<file path="src/rtl/if_pkg.sv">
// rtl/if_pkg.sv - shared types and constants for the instruction-fetch stage
package if_pkg;

    typedef enum logic [1:0] {
        FETCH = 2'd0,
        HOLD  = 2'd1,
        DROP  = 2'd2
    } if_state_t;

    localparam logic [31:0] NOP = 32'h0000_0000;

    function automatic logic [31:0] align_word(input logic [31:0] addr);
        return addr & ~32'h0000_0003;
    endfunction

endpackage

</file>
<file path="src/rtl/if_pc_reg.sv">
// rtl/if_pc_reg.sv - program counter register with redirect / sequential next-PC select
module if_pc_reg
    import if_pkg::*;
#(
    parameter logic [31:0] RESET_PC = 32'h0000_0000
) (
    input  logic        clk,
    input  logic        rst,
    input  logic        load,
    input  logic        sel_redirect,
    input  logic [31:0] redirect_pc,
    output logic [31:0] pc,
    output logic [31:0] pc_plus4
);

    // 32-bit add wraps naturally, so 0xFFFF_FFFC steps to 0.
    assign pc_plus4 = pc + 32'd4;

    always_ff @(posedge clk) begin
        if (rst) begin
            pc <= RESET_PC;
        end else if (load) begin
            pc <= sel_redirect ? align_word(redirect_pc) : pc_plus4;
        end
    end

endmodule

</file>
<file path="src/rtl/if_fetch_unit.sv">
// rtl/if_fetch_unit.sv - fetch FSM, hold register and imem handshake feeding IF/ID
module if_fetch_unit
    import if_pkg::*;
#(
    parameter logic [31:0] RESET_PC = 32'h0000_0000
) (
    input  logic        clk,
    input  logic        rst,
    input  logic        PCWrite,
    input  logic        Redirect,
    input  logic [31:0] RedirectPC,
    output logic        imem_req,
    output logic [31:0] imem_addr,
    input  logic        imem_ack,
    input  logic [31:0] imem_rdata,
    output logic [31:0] PC,
    output logic [31:0] PCPlus4,
    output logic [31:0] Instruction,
    output logic        FetchValid
);

    if_state_t   state, state_next;
    logic [31:0] hold_q;
    logic [31:0] drop_addr_q;
    logic [31:0] pc;
    logic [31:0] pc_plus4;
    logic        pc_load;
    logic        pc_sel_redirect;
    logic        hold_load;
    logic        drop_capture;

    if_pc_reg #(
        .RESET_PC (RESET_PC)
    ) u_pc_reg (
        .clk          (clk),
        .rst          (rst),
        .load         (pc_load),
        .sel_redirect (pc_sel_redirect),
        .redirect_pc  (RedirectPC),
        .pc           (pc),
        .pc_plus4     (pc_plus4)
    );

    always_comb begin
        state_next      = state;
        pc_load         = 1'b0;
        pc_sel_redirect = 1'b0;
        hold_load       = 1'b0;
        drop_capture    = 1'b0;
        if (Redirect) begin
            pc_load         = 1'b1;
            pc_sel_redirect = 1'b1;
            case (state)
                FETCH: begin
                    // An unanswered request still owes a reply that must be swallowed.
                    if (!imem_ack) begin
                        state_next   = DROP;
                        drop_capture = 1'b1;
                    end
                end
                HOLD:    state_next = FETCH;
                DROP:    state_next = imem_ack ? FETCH : DROP;
                default: state_next = FETCH;
            endcase
        end else begin
            case (state)
                FETCH: begin
                    if (imem_ack) begin
                        hold_load  = 1'b1;
                        state_next = HOLD;
                    end
                end
                HOLD: begin
                    if (PCWrite) begin
                        pc_load    = 1'b1;
                        state_next = FETCH;
                    end
                end
                DROP: begin
                    if (imem_ack) begin
                        state_next = FETCH;
                    end
                end
                default: state_next = FETCH;
            endcase
        end
    end

    always_ff @(posedge clk) begin
        if (rst) begin
            state       <= FETCH;
            hold_q      <= NOP;
            drop_addr_q <= 32'h0;
        end else begin
            state <= state_next;
            if (hold_load) begin
                hold_q <= imem_rdata;
            end
            // The memory sees the discarded request's address until it answers.
            if (drop_capture) begin
                drop_addr_q <= pc;
            end
        end
    end

    assign imem_req    = ((state == FETCH) || (state == DROP)) && !rst;
    assign imem_addr   = (state == DROP) ? drop_addr_q : pc;
    assign FetchValid  = (state == HOLD);
    assign Instruction = FetchValid ? hold_q : NOP;
    assign PCPlus4     = FetchValid ? pc_plus4 : 32'h0;
    assign PC          = pc;

endmodule

</file>
<file path="config.mk">
export PLATFORM = sky130hd
export DESIGN_NAME = if_fetch_unit
export DESIGN_NICKNAME = d
export VERILOG_FILES = /design/src/rtl/if_pkg.sv /design/src/rtl/if_pc_reg.sv /design/src/rtl/if_fetch_unit.sv
export SDC_FILE = /design/constraint.sdc
export NUM_CORES = 1
export LEC_CHECK = 0
export BUFFER_PORTS_ARGS = -buffer_cell sky130_fd_sc_hd__buf_4
export CAP_MARGIN = 20
export CORE_UTILIZATION = 54
export CTS_CLUSTER_DIAMETER = 100
export DETAILED_ROUTE_END_ITERATION = 10
export PLACE_DENSITY = 0.83
export SYNTH_ARGS = -nofsm -noshare
export SYNTH_HDL_FRONTEND = slang
export SYNTH_SLANG_ARGS = --single-unit
</file>
<file path="constraint.sdc">
create_clock -name clk -period 4 [get_ports clk]
set_input_delay 0.8 -clock clk [delete_from_list [all_inputs] [get_ports clk]]
set_output_delay 0.8 -clock clk [all_outputs]
set_load 0.01 [all_outputs]
</file>
; ---- Word level (Yosys, flattened, before mapping)
; Cells that the tools add are included.
[classes]
order_cmp = 0
mul = 0
mux = 22
bitwise = 0
reduce_logical = 5
shift = 0
addsub = 1
div_mod_pow = 0
eq_ne = 6
[ops]
columns = operator, count
row1 = 32-bit two-way mux, 4
row2 = 32-bit by 3-bit adder with 32-bit output (second input constant), 1
row3 = 2-bit two-way mux, 6
row4 = 3-bit != test (second input constant), 4
row5 = 1-bit two-way mux, 10
row6 = 2-bit case mux with 3 select lines, 1
row7 = 2-bit case mux with 2 select lines, 1
row8 = 4-bit AND reduction, 1
row9 = 2-bit by 1-bit == test with 1-bit output (second input constant), 1
row10 = 2-bit == test (second input constant), 1
row11 = 2-bit logical NOT, 1
row12 = 1-bit logical AND, 1
row13 = 1-bit logical NOT, 1
row14 = 1-bit logical OR, 1
[word_totals]
latch_bits = 0
wordCells = 38
out_inout_bits = 130
n_memories = 0
ramBits = 0
mem_bits_ro = 0
input_bits = 69
regBits = 98

; ---- Longest topological paths before layout
; Gate-level depths: netlist of run 1.
[logic_depth]
depth_word = 3
depth_mapped = 8
ltp_nobuf = 6

; ---- By module
; From an unflattened synthesis of run 1, not the netlist that was laid out.
[unflattened]
cells_unflattened = 701
hier_area_um2 = 6203.4
[by_module_without_submodules]
columns = module, seq_area_each_um2, area_each_um2, n_inst, cells_each
row1 = if_fetch_unit, 1321.3, 3822.4, 1, 396
row2 = if_pc_reg, 600.6, 2381.0, 1, 305

; ---- Worst setup path after synthesis of run 1
; Ideal clock, no wire load.
[synth_timing]
kind = register to output
from = register u_pc_reg.pc[2]
to = output PCPlus4[16]
t_arrival_ns = 1.772
required_ns = 3.200
n_path_buf = 1
setup_slack_ns = 1.428
path_stages_with_launch = 7
cell_sequence = dfxtp_1 > ha_1 > and4_1 > buf_2 > nand2_1 > or3_1 > a21oi_1
[synth_between]
elab_chain_cells = 2
[synth_lines]
columns = item, line_no
row1 = from (decl), if_pc_reg.sv:12  ; output logic [31:0] pc,
row2 = from (signal assigned), if_pc_reg.sv:23  ; pc <= sel_redirect ? align_word(redirect_pc) : pc_plus4;
row3 = 32-bit by 3-bit adder with 32-bit output, if_pc_reg.sv:17  ; assign pc_plus4 = pc + 32'd4;
row4 = 32-bit two-way mux, if_fetch_unit.sv:110  ; assign PCPlus4 = FetchValid ? pc_plus4 : 32'h0;
row5 = to (decl), if_fetch_unit.sv:17  ; output logic [31:0] PCPlus4,
; No other way between the ends.

; ---- Worst setup path in the final report of run 1
; Same ends and word-level chain as after synthesis.

==> tab_implementation.tex, run 1 <==
\begin{tabular}{lr}
\hline
Metric & Value \\
\hline
\multicolumn{2}{l}{\textbf{Worst hold path}} \\
Hold Crit Depth & 2 \\
Hold crit path type & reg2reg \\
Beginning of the worst hold path & hold\_q[2] \\
Worst min-delay path endpoint & hold\_q[2] \\
\multicolumn{2}{l}{\textbf{Final layout}} \\
Multi-input combinational cell area & 0.00307 mm2 \\
Share of layout cells above drive strength 1 & 0.306 \\
Filler instances & 762 \\
Area grow syn2layout & 28.7\% \\
Total Nets Final & 906 \\
Antenna diode instance count & 0 \\
FF+latch area & 0.00188 mm2 \\
\multicolumn{2}{l}{\textbf{Global routing}} \\
Initial antenna violation count & 0 \\
Maximum number of pins on one net before global-route repair & 59 \\
First-pass GRT wire length & 22.8 mm \\
Global router's overall resource usage & 0.280 \\
Global-route congestion overflow total & 0 \\
Vias in the first global route & 4,782 \\
\multicolumn{2}{l}{\textbf{Drt}} \\
Number of DRC violations after detailed-routing iteration 0 & 216 \\
Final antenna-violating net count & 0 \\
Via count & 5,185 \\
Residual DRC & 0 \\
Wirelength, routed & 14.6 mm \\
Mean routed wirelength per cell & 15.0 um \\
Via density per instance & 5.35 \\
Iteration count of the initial detailed-routing pass & 4 \\
\multicolumn{2}{l}{\textbf{STA}} \\
Measured slew at the worst slew-check pin & 0.989 ns \\
Hold violation total from the final report & 0 \\
Total Negative Setup Slacks & 0 ns \\
Period utilisation layout & 0.834 \\
Final setup violation count & 0 \\
Unrepaired setup endpoints after global routing & no \\
Max transition margin & 0.339 \\
Final setup skew & 0.0193 ns \\
Post-route setup slack & 0.663 ns \\
Highest attainable clock frequency & 300 MHz \\
Final number of max-transition violations & 0 \\
Post-route minimum period & 3.34 ns \\
\multicolumn{2}{l}{\textbf{Placed design}} \\
Placed wire-length estimate & 10.1 mm \\
Port Buffers & 190 \\
Post-place setup slack & 1.11 ns \\
Final GP Congestion & 0.788 \\
\multicolumn{2}{l}{\textbf{Synth}} \\
Count of flip-flops with a built-in enable after synthesis & 0 \\
Syn Area/Cell & 7.66 um2 \\
Syn. warnings & 0 \\
Count of state elements after synthesis & 94 \\
Share of synthesized flip-flops with an asynchronous set or reset & 0 \\
Part of the Yosys area used for sequential elements & 0.355 \\
Area of the mapped netlist & 0.00530 mm2 \\
Arithmetic-cell share of the synthesized area counting full adders, half adders and majority gates & 0.00236 \\
Syn Inst Count & 692 \\
Most common flop cell mapped by yosys & sky130\_fd\_sc\_hd\_\_dfxtp\_1 \\
Fraction of the mapped netlist area in compound gates & 0.123 \\
Dominant combinational cell family by area after synthesis & simple AND/OR/NAND/NOR gates \\
Fraction of synthesized cell area in xor and xnor cells & 0.0843 \\
Area share of and/or/nand/nor cells after synthesis & 0.293 \\
Multiplexer share of the synthesized area & 0.0690 \\
Number of different library cells in the post-synthesis netlist & 46 \\
\multicolumn{2}{l}{\textbf{Die}} \\
Core region area & 0.00937 mm2 \\
Die X-Extent & 101 um \\
Number of primary I/O pins & 199 \\
Vertical die dimension & 101 um \\
Starting density of the core & 0.565 \\
Rows & 35 \\
Die Area & 0.0102 mm2 \\
\multicolumn{2}{l}{\textbf{Clocking}} \\
Number of cells upsized or downsized after cts & 0 \\
CTS root buf & sky130\_fd\_sc\_hd\_\_clkbuf\_8 \\
CTS Hold Bufs & 0 \\
Post-CTS Setup Repair Bufs & 0 \\
Clk pin slew, worst setup/hold paths & 0.09 ns \\
Clock H-tree levels & 3 \\
Clock tree from TritonCTS & built \\
Number of clock sinks & 94 \\
Maximum clock path buffer count & 2 \\
Clock buffers created by TritonCTS & 9 \\
Clock insertion delay at the later pin of the skew report & 0.37 ns \\
\multicolumn{2}{l}{\textbf{Setup path}} \\
Critical path buffers and inverters & 1 \\
Slack of the worst reg-to-reg path & 1.65 ns \\
Critical Path, Cell by Cell & ha\_1 -> and4\_1 -> nand2\_1 -> or3\_1 -> a21oi\_1 -> buf\_4 \\
Reg2Reg Launch Point & state[0] \\
Critical Setup Path Class & reg2out \\
Slowest-stage cell, CP & sky130\_fd\_sc\_hd\_\_dfxtp\_1 \\
Delay of the slowest cell on the worst path & 0.50 ns \\
Number of cells on the worst reg-to-reg path & 6 \\
Data arrival time at the worst-slack endpoint & 2.54 ns \\
CP max FO & 8 \\
Endpoint type of the worst setup path & output port \\
Required time at the endpoint of the critical path & 3.20 ns \\
Delay-heaviest family, CP & simple AND/OR/NAND/NOR gates \\
CP Launch Point & u\_pc\_reg.pc[2] \\
Type of element launching the critical path & flop \\
Endpoint of the lowest-slack register-to-register path & u\_pc\_reg.pc[22] \\
\multicolumn{2}{l}{\textbf{Power}} \\
Power per cell area & 291 mW/mm2 \\
Pleak & 0.00287 uW \\
Largest vdd supply drop & 279 uV \\
\multicolumn{2}{l}{\textbf{Status}} \\
Status & finished, final reports clean \\
\multicolumn{2}{l}{\textbf{Run}} \\
Max-cap violation count & 0 \\
\hline
\end{tabular}
==> Yosys cell counts, drive strengths merged, types with 4 or more instances <==
master	instances	area [um2]
a21oi	85	425
and2	35	219
and3	4	25.0
and4	4	36.3
buf	29	176
clkbuf	38	143
dfxtp	94	1880
inv	18	67.6
mux2	28	315
mux2i	5	50.1
nand2	150	571
nand3	14	92.6
nand4	12	90.1
nor2	42	158
nor2b	4	25.0
nor3	19	105
nor4	10	121
o21a	15	113
o21ai	11	55.1
or3	5	31.3
xnor2	30	263
xor2	21	184
==> stage by stage <==
stage / total power, uW / util / cells / instance area (um2) / hold WS (ns)
finish: 1990 / 0.728 / 970 / 6820 / 0.454
global route: 2060 / 0.728 / 970 / 6820 / 0.468
CTS: 1990 / 0.728 / 970 / 6820 / 0.455
detailed placement: 1410 / 0.709 / 954 / 6650 / 0.443
global placement: 1390 / 0.709 / 954 / 6650 / 0.438
floorplan: 1250 / - / 697 / 5320 / 0.432
==> sequential cells by signal, indices dropped and copies added (netlist names) <==
register	flops
u_pc_reg.pc	30
hold_q	32
state	2
drop_addr_q	30
==> worst max-delay path by stage <==
stage,endpoint,slack [ns],cells after the start
after floorplan,PCPlus4[16],1.43,6
after global placement,PCPlus4[16],1.16,6
after detailed placement,PCPlus4[16],1.11,6
after CTS,PCPlus4[16],0.69,6
after global routing,PCPlus4[16],0.57,6
final,PCPlus4[16],0.66,6
==> where the power goes <==
group          switching, uW  internal [uW]  total [uW]
Combinational            174            177         350
Clock                    355            244         599
Sequential              57.2            979        1040
==> layer usage <==
layer	vias to the layer above	track usage	part of all wire
met2	184	0.487	0.50
li1	2553	-	-
met5	-	0	0
met3	13	0.0659	0.075
met4	0	0.0903	0.013
met1	2435	0.340	0.41
==> cell type report <==
class / instances / share of cell area
inverter: 18 / 0.00991
multi-input combinational: 518 / 0.450
clock buffer: 11 / 0.0207
tap: 129 / 0.0237
timing repair buffer: 195 / 0.215
clock inverter: 5 / 0.00495
sequential: 94 / 0.276
==> cells by family (layout without fill, tap and decap cells) <==
kind of cell	count (synthesis)	in the layout
adders and majority gates	1	1
xor gates and xnor gates	51	51
AOI/OAI and AO/OA	119	119
buffers and inverters	85	229
and+or+nand+nor	308	308
DFF	94	94
other	1	6
muxes	33	33
==> worst min-delay path, stage by stage (launching register included) <==
cell and delay, ns:
sky130_fd_sc_hd__dfxtp_1 0.31, sky130_fd_sc_hd__nand2_1 0.05, sky130_fd_sc_hd__a21oi_1 0.05
==> placed cells by master, fill, tap and decap left out, drive strengths merged, types with 2 or more instances in the layout <==
cell type,netlist,routed
o21a,15,15
mux2,28,28
and2,35,35
a21oi,85,85
inv,18,19
o22ai,3,3
nand4,12,12
and4,4,4
nor2b,4,4
xnor2,30,30
o21ai,11,11
clkinv,0,2
dfxtp,94,94
buf,29,195
and3,4,4
nor4,10,10
xor2,21,21
clkinvlp,0,2
nand2b,3,3
nor4b,2,2
nor2,42,42
a21o,3,3
or3,5,5
mux2i,5,5
clkbuf,38,11
nor3,19,19
nand2,150,150
conb,1,6
nand3,14,14
Power figures use the tool's default switching activity.
==> run 2: changes to the inputs <==
--- a/config.mk
+++ b/config.mk
@@ -7,10 +7,10 @@
 export LEC_CHECK = 0
 export BUFFER_PORTS_ARGS = -buffer_cell sky130_fd_sc_hd__buf_4
 export CAP_MARGIN = 20
-export CORE_UTILIZATION = 54
+export CORE_UTILIZATION = 50
 export CTS_CLUSTER_DIAMETER = 100
 export DETAILED_ROUTE_END_ITERATION = 10
-export PLACE_DENSITY = 0.83
+export PLACE_DENSITY = 0.77
 export SYNTH_ARGS = -nofsm -noshare
 export SYNTH_HDL_FRONTEND = slang
 export SYNTH_SLANG_ARGS = --single-unit
==> constraint.sdc (replaced) <==
create_clock -name clk -period 3.45 [get_ports clk]
set_input_delay 0.69 -clock clk [delete_from_list [all_inputs] [get_ports clk]]
set_output_delay 0.69 -clock clk [all_outputs]
set_load 0.01 [all_outputs]
==> tab_implementation.tex, run 2 (same netlist as run 1, synthesis figures left out) <==
\begin{tabular}{lr}
\hline
Metric & Value \\
\hline
\multicolumn{2}{l}{\textbf{Clocking}} \\
Clock tree from TritonCTS & built \\
Clock H-tree levels & 3 \\
Clock buffers created by TritonCTS & 9 \\
CTS root buf & sky130\_fd\_sc\_hd\_\_clkbuf\_8 \\
Number of cells upsized or downsized after cts & 0 \\
Clock insertion delay at the later pin of the skew report & 0.37 ns \\
Maximum clock path buffer count & 2 \\
Number of clock sinks & 94 \\
Clk pin slew, worst setup/hold paths & 0.10 ns \\
Post-CTS Setup Repair Bufs & 0 \\
CTS Hold Bufs & 0 \\
\multicolumn{2}{l}{\textbf{Final layout}} \\
Filler instances & 946 \\
Share of layout cells above drive strength 1 & 0.308 \\
Highest-count cells in the layout ignoring fill and taps & 197 x sky130\_fd\_sc\_hd\_\_buf\_4, 149 x sky130\_fd\_sc\_hd\_\_nand2\_1, 94 x sky130\_fd\_sc\_hd\_\_dfxtp\_1, 85 x sky130\_fd\_sc\_hd\_\_a21oi\_1, 42 x sky130\_fd\_sc\_hd\_\_nor2\_1 \\
Flip-flop count of the largest register, all copies and words added & 32 \\
Antenna diode instance count & 0 \\
Area grow syn2layout & 29.9\% \\
Regs by FF count & hold\_q (32), drop\_addr\_q (30), u\_pc\_reg.pc (30) \\
Most frequent standard cell in the layout excluding fill and tap cells & sky130\_fd\_sc\_hd\_\_buf\_4 \\
Register with the highest flop count & hold\_q \\
Total Nets Final & 908 \\
\multicolumn{2}{l}{\textbf{Drt}} \\
Residual DRC & 0 \\
Mean routed wirelength per cell & 14.8 um \\
Final antenna-violating net count & 0 \\
Number of DRC violations after detailed-routing iteration 0 & 171 \\
Via count & 5,145 \\
Via density per instance & 5.26 \\
Wirelength, routed & 14.5 mm \\
Iteration count of the initial detailed-routing pass & 4 \\
\multicolumn{2}{l}{\textbf{Die}} \\
Die Area & 0.0110 mm2 \\
Vertical die dimension & 105 um \\
Starting density of the core & 0.515 \\
Rows & 37 \\
Number of primary I/O pins & 199 \\
Core region area & 0.0103 mm2 \\
Die X-Extent & 105 um \\
\multicolumn{2}{l}{\textbf{Placed design}} \\
Placed wire-length estimate & 10.1 mm \\
Final GP Congestion & 0.814 \\
Port Buffers & 190 \\
\multicolumn{2}{l}{\textbf{Global routing}} \\
Grt met3 use & 0.0611 \\
First-pass GRT wire length & 23.0 mm \\
Global router's overall resource usage & 0.259 \\
Global-route track usage on met2 & 0.450 \\
Maximum number of pins on one net before global-route repair & 59 \\
Initial antenna violation count & 0 \\
Most used routing layer in global routing & met2 \\
Vias in the first global route & 4,855 \\
Met1 routing resource usage after global routing & 0.309 \\
Global-route congestion overflow total & 0 \\
\multicolumn{2}{l}{\textbf{STA}} \\
Highest attainable clock frequency & 311 MHz \\
Period utilisation layout & 0.931 \\
Hold violation total from the final report & 0 \\
Final number of max-transition violations & 0 \\
Max transition margin & 0.433 \\
Post-route minimum period & 3.21 ns \\
Worst hold slack & 0.454 ns \\
Unrepaired setup endpoints after global routing & no \\
Measured slew at the worst slew-check pin & 0.850 ns \\
Final setup skew & 0.0128 ns \\
Total Negative Setup Slacks & 0 ns \\
Final setup violation count & 0 \\
\multicolumn{2}{l}{\textbf{Power}} \\
Power per cell area & 349 mW/mm2 \\
Largest vdd supply drop & 202 uV \\
Pleak & 0.00290 uW \\
Sequential power share & 0.500 \\
Comb pwr share & 0.169 \\
Switching Fraction & 0.289 \\
Proportion of power drawn by the clock network & 0.331 \\
Int Power & 1710 uW \\
Net switching power & 696 uW \\
\multicolumn{2}{l}{\textbf{Setup path}} \\
Data arrival time at the worst-slack endpoint & 2.52 ns \\
Slack of the worst reg-to-reg path & 0.89 ns \\
Required time at the endpoint of the critical path & 2.76 ns \\
Endpoint of the lowest-slack register-to-register path & u\_pc\_reg.pc[22] \\
Type of element launching the critical path & flop \\
CP max FO & 10 \\
Critical Setup Path Class & reg2out \\
Reg2Reg Launch Point & state[0] \\
Number of cells on the worst reg-to-reg path & 7 \\
Endpoint type of the worst setup path & output port \\
\multicolumn{2}{l}{\textbf{Run}} \\
Max-cap violation count & 0 \\
\multicolumn{2}{l}{\textbf{Status}} \\
Status & finished, final reports clean \\
\multicolumn{2}{l}{\textbf{Worst hold path}} \\
Beginning of the worst hold path & hold\_q[9] \\
Worst min-delay path endpoint & hold\_q[9] \\
Hold Crit Depth & 2 \\
Hold crit path type & reg2reg \\
\hline
\end{tabular}
run 2: cell count changes in the layout (fill, tap and decap cells not counted), sizes merged:
cell | before | now
buf | 195 | 197
inv | 19 | 22
clkinv | 2 | 0
bufinv | 0 | 1
clkinvlp | 2 | 1
clkbuf | 11 | 10
run 2: cell type report:
type	instances	area, um2	area share
well taps	136	170	0.0247
flip-flops and latches	94	1880	0.273
clock buffers	10	138	0.0200
clock inverters	6	75.1	0.0109
multi-input cells	518	3070	0.446
repair buffers	197	1480	0.215
inverters	18	67.6	0.00982
run 2: metal layers:
layer  vias up  part of all wire  routed length, um
met4         0             0.020                289
met5         -                 0                  0
met2       176              0.49               7140
met3        23             0.068                978
li1       2566                 -                  -
met1      2380              0.42               6050
run 2: critical path: stages, from the launching register on:
cell,delay (ns)
sky130_fd_sc_hd__dfxtp_1,0.50
sky130_fd_sc_hd__and3_1,0.49
sky130_fd_sc_hd__nand4_4,0.32
sky130_fd_sc_hd__nor3_2,0.32
sky130_fd_sc_hd__nand4_1,0.12
sky130_fd_sc_hd__a21oi_1,0.25
sky130_fd_sc_hd__buf_4,0.17
run 2: through the flow:
step           utilization  power (uW)  std cells  cell area (um2)  setup slack [ns]
6_report             0.670        2400        979             6880             0.237
5_1_grt              0.670        2510        979             6880             0.135
4_1_cts              0.670        2420        979             6880             0.256
3_5_place_dp         0.649        1630        963             6670             0.666
3_3_place_gp         0.649        1620        963             6670             0.698
2_1_floorplan            -        1440        697             5320             0.988
run 2: worst max-delay path by stage:
| stage | start | to | slack (ns) | cells after the start |
|---|---|---|---|---|
| after floorplan | u_pc_reg.pc[2] | PCPlus4[16] | 0.99 | 6 |
| after global placement | u_pc_reg.pc[7] | PCPlus4[29] | 0.70 | 6 |
| after detailed placement | u_pc_reg.pc[7] | PCPlus4[29] | 0.67 | 6 |
| after CTS | u_pc_reg.pc[7] | PCPlus4[29] | 0.26 | 6 |
| after global routing | u_pc_reg.pc[7] | PCPlus4[29] | 0.13 | 6 |
| final | u_pc_reg.pc[7] | PCPlus4[29] | 0.24 | 6 |
run 2: power by group through the flow:
stage               logic [uW]  clock network (uW)  registers [uW]
floorplan                  243                   0            1200
global placement           397                   0            1220
detailed placement         407                   0            1230
CTS                        409                 810            1200
global route               441                 862            1210
finish                     407                 796            1200
